==> config.mk <==
export PLATFORM = sky130hd
export DESIGN_NAME = ro_freq_meter
export DESIGN_NICKNAME = d
export VERILOG_FILES = /design/src/rtl/ro_freq_meter.sv
export SDC_FILE = /design/constraint.sdc
export NUM_CORES = 1
export LEC_CHECK = 0
export ABC_AREA = 1
export CAP_MARGIN = 40
export CORE_MARGIN = 5
export CORE_UTILIZATION = 50
export CTS_CLUSTER_DIAMETER = 60
export DETAILED_ROUTE_END_ITERATION = 7
export PLACE_DENSITY = 0.75
export SLEW_MARGIN = 40
export SYNTH_ARGS = -nofsm -noshare
export SYNTH_HDL_FRONTEND = slang
export SYNTH_SLANG_ARGS = --single-unit
export TNS_END_PERCENT = 100
==> constraint.sdc <==
create_clock -name clk -period 2.62 [get_ports clk]
set_clock_uncertainty 0.15 [all_clocks]
set_input_delay 0.655 -clock clk [delete_from_list [all_inputs] [get_ports clk]]
set_output_delay 0.655 -clock clk [all_outputs]
set_load 0.01 [all_outputs]
==> src/rtl/ro_freq_meter.sv <==
// Ring-oscillator frequency meter: enables the oscillator, warms it up, then counts
// synchronized rising edges of osc_in over a programmable window of clk cycles.
module ro_freq_meter #(
    parameter int unsigned CNT_W    = 16,
    parameter int unsigned GATE_W   = 16,
    parameter int unsigned WARM_CYC = 8
) (
    input  logic              clk,
    input  logic              rst,
    input  logic              start,
    input  logic [GATE_W-1:0] gate_cycles,
    input  logic              osc_in,
    output logic              ro_enable,
    output logic              busy,
    output logic              done,
    output logic [CNT_W-1:0]  count,
    output logic              overflow
);

    localparam int unsigned WarmW = $clog2(WARM_CYC) + 1;
    localparam logic [WarmW-1:0] WarmLast = WarmW'(WARM_CYC - 1);
    localparam logic [CNT_W-1:0] CntMax = '1;

    typedef enum logic [1:0] {StIdle, StWarmup, StMeasure, StDone} state_e;

    state_e            state_q, state_d;
    logic [GATE_W-1:0] gate_q, gate_d;
    logic [WarmW-1:0]  warm_q, warm_d;
    logic [CNT_W-1:0]  count_q, count_d;
    logic              ovf_q, ovf_d;
    logic              s1_q, s2_q, s3_q;
    logic              rise;

    // s3 only holds history; s1/s2 resolve metastability of the async oscillator.
    assign rise = s2_q & ~s3_q;

    always_comb begin
        state_d = state_q;
        gate_d  = gate_q;
        warm_d  = warm_q;
        count_d = count_q;
        ovf_d   = ovf_q;
        unique case (state_q)
            StIdle: begin
                if (start) begin
                    gate_d  = gate_cycles;
                    count_d = '0;
                    ovf_d   = 1'b0;
                    warm_d  = '0;
                    state_d = StWarmup;
                end
            end
            StWarmup: begin
                warm_d = warm_q + WarmW'(1);
                if (warm_q == WarmLast) begin
                    state_d = (gate_q == '0) ? StDone : StMeasure;
                end
            end
            StMeasure: begin
                gate_d = gate_q - GATE_W'(1);
                if (rise) begin
                    if (count_q == CntMax) begin
                        ovf_d = 1'b1;
                    end else begin
                        count_d = count_q + CNT_W'(1);
                    end
                end
                if (gate_q == GATE_W'(1)) begin
                    state_d = StDone;
                end
            end
            StDone: state_d = StIdle;
            default: state_d = StIdle;
        endcase
    end

    always_ff @(posedge clk) begin
        if (rst) begin
            state_q <= StIdle;
            gate_q  <= '0;
            warm_q  <= '0;
            count_q <= '0;
            ovf_q   <= 1'b0;
            s1_q    <= 1'b0;
            s2_q    <= 1'b0;
            s3_q    <= 1'b0;
        end else begin
            state_q <= state_d;
            gate_q  <= gate_d;
            warm_q  <= warm_d;
            count_q <= count_d;
            ovf_q   <= ovf_d;
            s1_q    <= osc_in;
            s2_q    <= s1_q;
            s3_q    <= s2_q;
        end
    end

    assign busy      = (state_q == StWarmup) || (state_q == StMeasure);
    assign ro_enable = busy;
    assign done      = (state_q == StDone);
    assign count     = count_q;
    assign overflow  = ovf_q;

endmodule

==> qor.yml, run 1 <==
yosysUniqueCellTypes: 31
multiInputGateArea_sq_um: 1560
cts_tree: "built"
max_freq_mhz: 403
gp_congestion: 0.929
synthCells: 413
yosys.area_share.simple: 0.404
n_fill_cell: 515
tightest_slew_ps: 479
drtPass1Iterations: 4
clk_path_buf_depth: 2
yosysSeqAreaShare: 0.323
avgSynthCellArea_sq_um: 6.31
post_cts.repair.setup_buffers: 0
synth_compound_area_frac: 0.139
path_clk_slew_ps: 90
numCtsBuffers: 5
synth_xor_area_frac: 0.0168
worstPathRequired_ps: 1810
syn2layout_area_growth_pct: 21.5
worst_hold_slack_ps: 257
root_buffer: "clkbuf_8"
num_antenna_cells: 0
r2r_slack_ps: 450
relSlewSlack: 0.677
synth_top_family_by_area: "simple AND/OR/NAND/NOR gates"
die_y_um: 82.2
cp-end-kind: "primary output"
synth_fa_ha_area_frac: 0.0384
period_share: 0.947
ant_nets: 0
grt_max_degree: 27
synth_flop_cell: "dfxtp_1"
dieWidth_um: 82.2
drc: 0
io_pins: 40
grt_pass1_wl_mm: 11.1
r2r_cells: 8
arrival_ps: 1680
worstSetupPathType: "reg -> out"
htreeDepth: 2
synth_largest_area_cell: "dfxtp_1"
num_rows: 26
drv_slew: 0
fin_tns_setup_ps: 0
hold_depth: 2
yosys_warnings: 0
dp_cells: 517
synth_edf_count: 0
synth.most_common_cell: "nand2_1"
final.min_clock_period_ps: 2480
regToRegEndpoint: "count[2]"
status: "finished, final reports clean"
critPathMaxFanout: 5
wirelength_mm: 6.59
grt_pass1_vias: 2502
p_per_area_nw_per_um2: 898
holdPathEnd: "s2_q"
synth_area_leaders: "dfxtp_1 32%, nand2_1 14%, nor2_1 12%, nand3_1 7.5%, inv_1 5.2%"
setup_violations: 0
min_path_type: "reg -> reg"
seq_area_sq_um: 841
initial_utilization: 0.514
synthTopCellsByCount: "98 x nand2_1, 81 x nor2_1, 42 x dfxtp_1, 39 x nand3_1, 36 x inv_1"
grt_use_total: 0.211
final_cells: 525
cts_num_sinks: 42
core_area_sq_um: 5070
syn_nets: 441
synth_top_area_share: 0.323
dieArea_sq_um: 6760
antenna_found_initial: 0
syn_area_sq_um: 2610
clock_latency_ps: 300
crit_path_start_kind: "flop"
irDropWorstVdd_mv: 0.442
overflow: 0
nets: 482
initialDrtViolationCount: 177
power_uw: 2840
hold_buffers: 0
hold_start: "s1_q"
hold_viol: 0
viasPerCell: 5.23
p_leak_uw: 0.00120
ys_ff_latch: 42
postCtsResizedCells: 0
finish.utilization: 0.624
synthMuxAreaShare: 0
routedWlPerCell_um: 12.6
drv_cap: 0
grt_setup_unrepaired: "no"
port_buffers: 39
vias: 2744
async_flop_share: 0
drive_above_1_share: 0.0769
reg2reg_from: "state_q[0]"
hpwlAfterDp_mm: 4.75
flip-flops by register name, summed over array words and instances, names as in the netlist:
signal    cells
gate_q       16
state_q       2
overflow      1
s3_q          1
warm_q        4
count        16
s2_q          1
s1_q          1
how the worst max path moves through the flow:
| stage | end | from | cells past startpoint |
|---|---|---|---|
| after floorplan | count[1] | state_q[0] | 9 |
| after global placement | count[13] | start | 9 |
| after detailed placement | count[5] | start | 9 |
| after CTS | ro_enable | state_q[0] | 3 |
| after global routing | ro_enable | state_q[1] | 3 |
| final | ro_enable | state_q[0] | 3 |
cells by family after synthesis:
kind of cell             count (synthesis)
AND/OR/NAND/NOR                        245
buffers and inverters                   51
AO/OA/AOI/OAI                           62
adder cells (fa/ha/maj)                  8
flip-flops                              42
XOR/XNOR                                 5
critical path, cell delays in order (launching register included):
cell             delay (ps)
dfxtp_1                 410
inv_1                    80
ha_1                    330
clkdlybuf4s50_1         550
per-stage QoR:
stage,cell area [sq um],setup WS (ps)
after detailed placement,3080,232
after CTS,3170,129
after floorplan,2610,854
after global routing,3170,31.9
after global placement,3080,325
final,3170,138
power breakdown:
group | switching [uW] | internal [uW]
Sequential | 125 | 768
Clock | 245 | 188
Combinational | 1000 | 514
Total | 1370 | 1470
cell usage in the layout (no fill, tap or decap), drive strengths merged, types with 7 or more instances in the layout:
| cell type | instances |
|---|---|
| nand2 | 105 |
| nor2 | 85 |
| dfxtp | 42 |
| nand3 | 40 |
| clkdlybuf4s50 | 39 |
| inv | 38 |
| a21oi | 30 |
| o21ai | 21 |
| nand4 | 9 |
| ha | 8 |
| buf | 7 |
layer usage:
layer / global-route usage / up-vias / wire (um)
li1: - / 1420 / -
met1: 0.266 / 1229 / 2980
met2: 0.349 / 85 / 3130
met3: 0.0456 / 10 / 384
met4: 0.0831 / 0 / 98
met5: 0 / - / 0
final cells by class:
class,instances,share of cell area
multi-input cells,320,0.493
flip-flops and latches,42,0.266
repair buffers,46,0.140
inverters,39,0.0462
well taps,70,0.0277
clock buffers,5,0.0217
clock inverters,3,0.00593
Power figures use the tool's default switching activity.
==> inputs of run 2 (changes only) <==
SKIP_LAST_GASP = 1   (was unset)
==> results of run 2 <==
Final layout, timing and power as in run 1 (identical DEF).
==> inputs of run 3 (changes only) <==
PLACE_DENSITY = 0.81   (was 0.75)
==> run 3 against run 2 <==
Against the previous run:
- utilization grew 1.1 points
- worst setup slack better by 5.3 ps
- final area up 1.8%
- die area did not move
- wire length rose by 4.7%
- fmax increased by 0.21%
- final cell count grew 0.19%
- global-route usage is 1.2 points higher
- combinational power up 3%
- largest power group unchanged
- highest routed layer unchanged
==> qor.yml, run 3 (synthesis gave the netlist of run 1 again) <==
status: "finished, final reports clean"
ant_nets: 0  # unchanged
drv_cap: 0  # unchanged
drive_above_1_share: 0.0789  # +0.00202
overflow: 0  # unchanged
p_per_area_nw_per_um2: 954  # +6.3%
relSlewSlack: 0.661  # -0.0165
crit_path_cell_trace: "inv_1, ha_1, clkdlybuf4s50_1"
hold_depth: 2  # unchanged
dieWidth_um: 82.2  # unchanged
viasPerCell: 5.41  # +3.5%
cp-end-kind: "primary output"
worstSetupPathType: "reg -> out"
worstPathRequired_ps: 1810  # about the same
period_share: 0.945  # -0.00201
num_antenna_cells: 0  # unchanged
critPathMaxFanout: 5  # unchanged
core_area_sq_um: 5070  # unchanged
post_cts.repair.setup_buffers: 0  # unchanged
setup_violations: 0  # unchanged
fin_tns_setup_ps: 0  # unchanged
syn2layout_area_growth_pct: 23.7
p_leak_uw: 0.00122  # +2.1%
initial_utilization: 0.514  # unchanged
gp_congestion: 0.974  # +4.8%
final_common_cell: "nand2_1"
postCtsResizedCells: 0  # unchanged
grt_pass1_wl_mm: 12.1  # +8.9%
slowest_stage: "clkdlybuf4s50_1"
hpwlAfterDp_mm: 5.09  # +7.0%
hold_buffers: 0  # unchanged
port_buffers: 39  # unchanged
tightest_slew_ps: 503  # +24.5 ps
path_clk_slew_ps: 90  # about the same
routedWlPerCell_um: 13.1  # +4.5%
drv_slew: 0  # unchanged
min_path_type: "reg -> reg"
arrival_ps: 1670  # about the same
wirelength_mm: 6.90  # +4.7%
cts_num_sinks: 42  # unchanged
clock_latency_ps: 300  # about the same
crit_path_start_kind: "flop"
htreeDepth: 2  # unchanged
grt_setup_unrepaired: "no"
n_fill_cell: 495  # -3.9%
num_rows: 26  # unchanged
slowest_delay_ps: 550  # about the same
initialDrtViolationCount: 140  # -21%
max_freq_mhz: 404  # +0.21%
grt_max_degree: 27  # unchanged
antenna_found_initial: 0  # unchanged
cts_tree: "built"
final.min_clock_period_ps: 2480  # -5.25 ps
nets: 483  # +0.21%
drc: 0  # unchanged
r2r_cells: 8  # unchanged
die_y_um: 82.2  # unchanged
drtPass1Iterations: 5  # +1
io_pins: 40  # unchanged
root_buffer: "clkbuf_8"
power_uw: 3080  # +8.2%
grt_pass1_vias: 2828  # +13%
irDropWorstVdd_mv: 0.522  # +18%
grt_use_total: 0.223  # +0.0125
dieArea_sq_um: 6760  # unchanged
numCtsBuffers: 5  # unchanged
hold_viol: 0  # unchanged
vias: 2845  # +3.7%
clk_path_buf_depth: 2  # unchanged
mostFrequentLayoutCells: "98 x nand2_1, 81 x nor2_1, 42 x dfxtp_1, 39 x nand3_1, 39 x clkdlybuf4s50_1"
==> run 3: changes by cell type in the layout (fill, tap and decap cells not counted), sizes merged <==
cell | previous run | this run
inv | 38 | 37
buf | 7 | 8
bufinv | 0 | 2
clkinv | 4 | 3
==> run 3: path summary, 6_finish.rpt <==
kind                    from  endpoint  slack (ps)
setup / recovery  state_q[0]      busy         140
hold / removal          s1_q      s2_q         260
setup reg to reg  state_q[0]  count[2]         490
hold reg to reg         s1_q      s2_q         260
==> run 3: cell type report <==
class / instances / area, sq um / area share
sequential: 42 / 841 / 0.261
clock buffer: 5 / 68.8 / 0.0214
inverter: 39 / 146 / 0.0454
tap: 70 / 87.6 / 0.0272
clock inverter: 3 / 68.8 / 0.0214
multi-input combinational: 320 / 1560 / 0.484
timing repair buffer: 47 / 450 / 0.140
==> run 3: worst max-delay path: cells and delay by family, from the launching register on <==
kind                       cells  cell delay, ps
buffers and inverters          2             640
DFF                            1             420
adders and majority gates      1             320
==> run 3: power breakdown <==
group	internal [uW]	switching, uW
registers	768	124
clock network	382	243
logic	524	1030
==> run 3: per-layer routing <==
| layer | track usage | part of all wire |
|---|---|---|
| met3 | 0.0423 | 0.061 |
| met5 | 0 | 0 |
| met4 | 0.0681 | 0.020 |
| met2 | 0.402 | 0.48 |
| met1 | 0.265 | 0.44 |
==> run 3: through the flow <==
| step | utilization | hold WS, ps | std cells | setup slack, ps | area, sq um |
|---|---|---|---|---|---|
| floorplan | - | 238 | 413 | 854 | 2610 |
| global placement | 0.608 | 242 | 518 | 355 | 3090 |
| detailed placement | 0.608 | 245 | 518 | 264 | 3090 |
| CTS | 0.635 | 258 | 526 | 129 | 3220 |
| global route | 0.635 | 275 | 526 | 57.8 | 3220 |
| finish | 0.635 | 257 | 526 | 143 | 3220 |
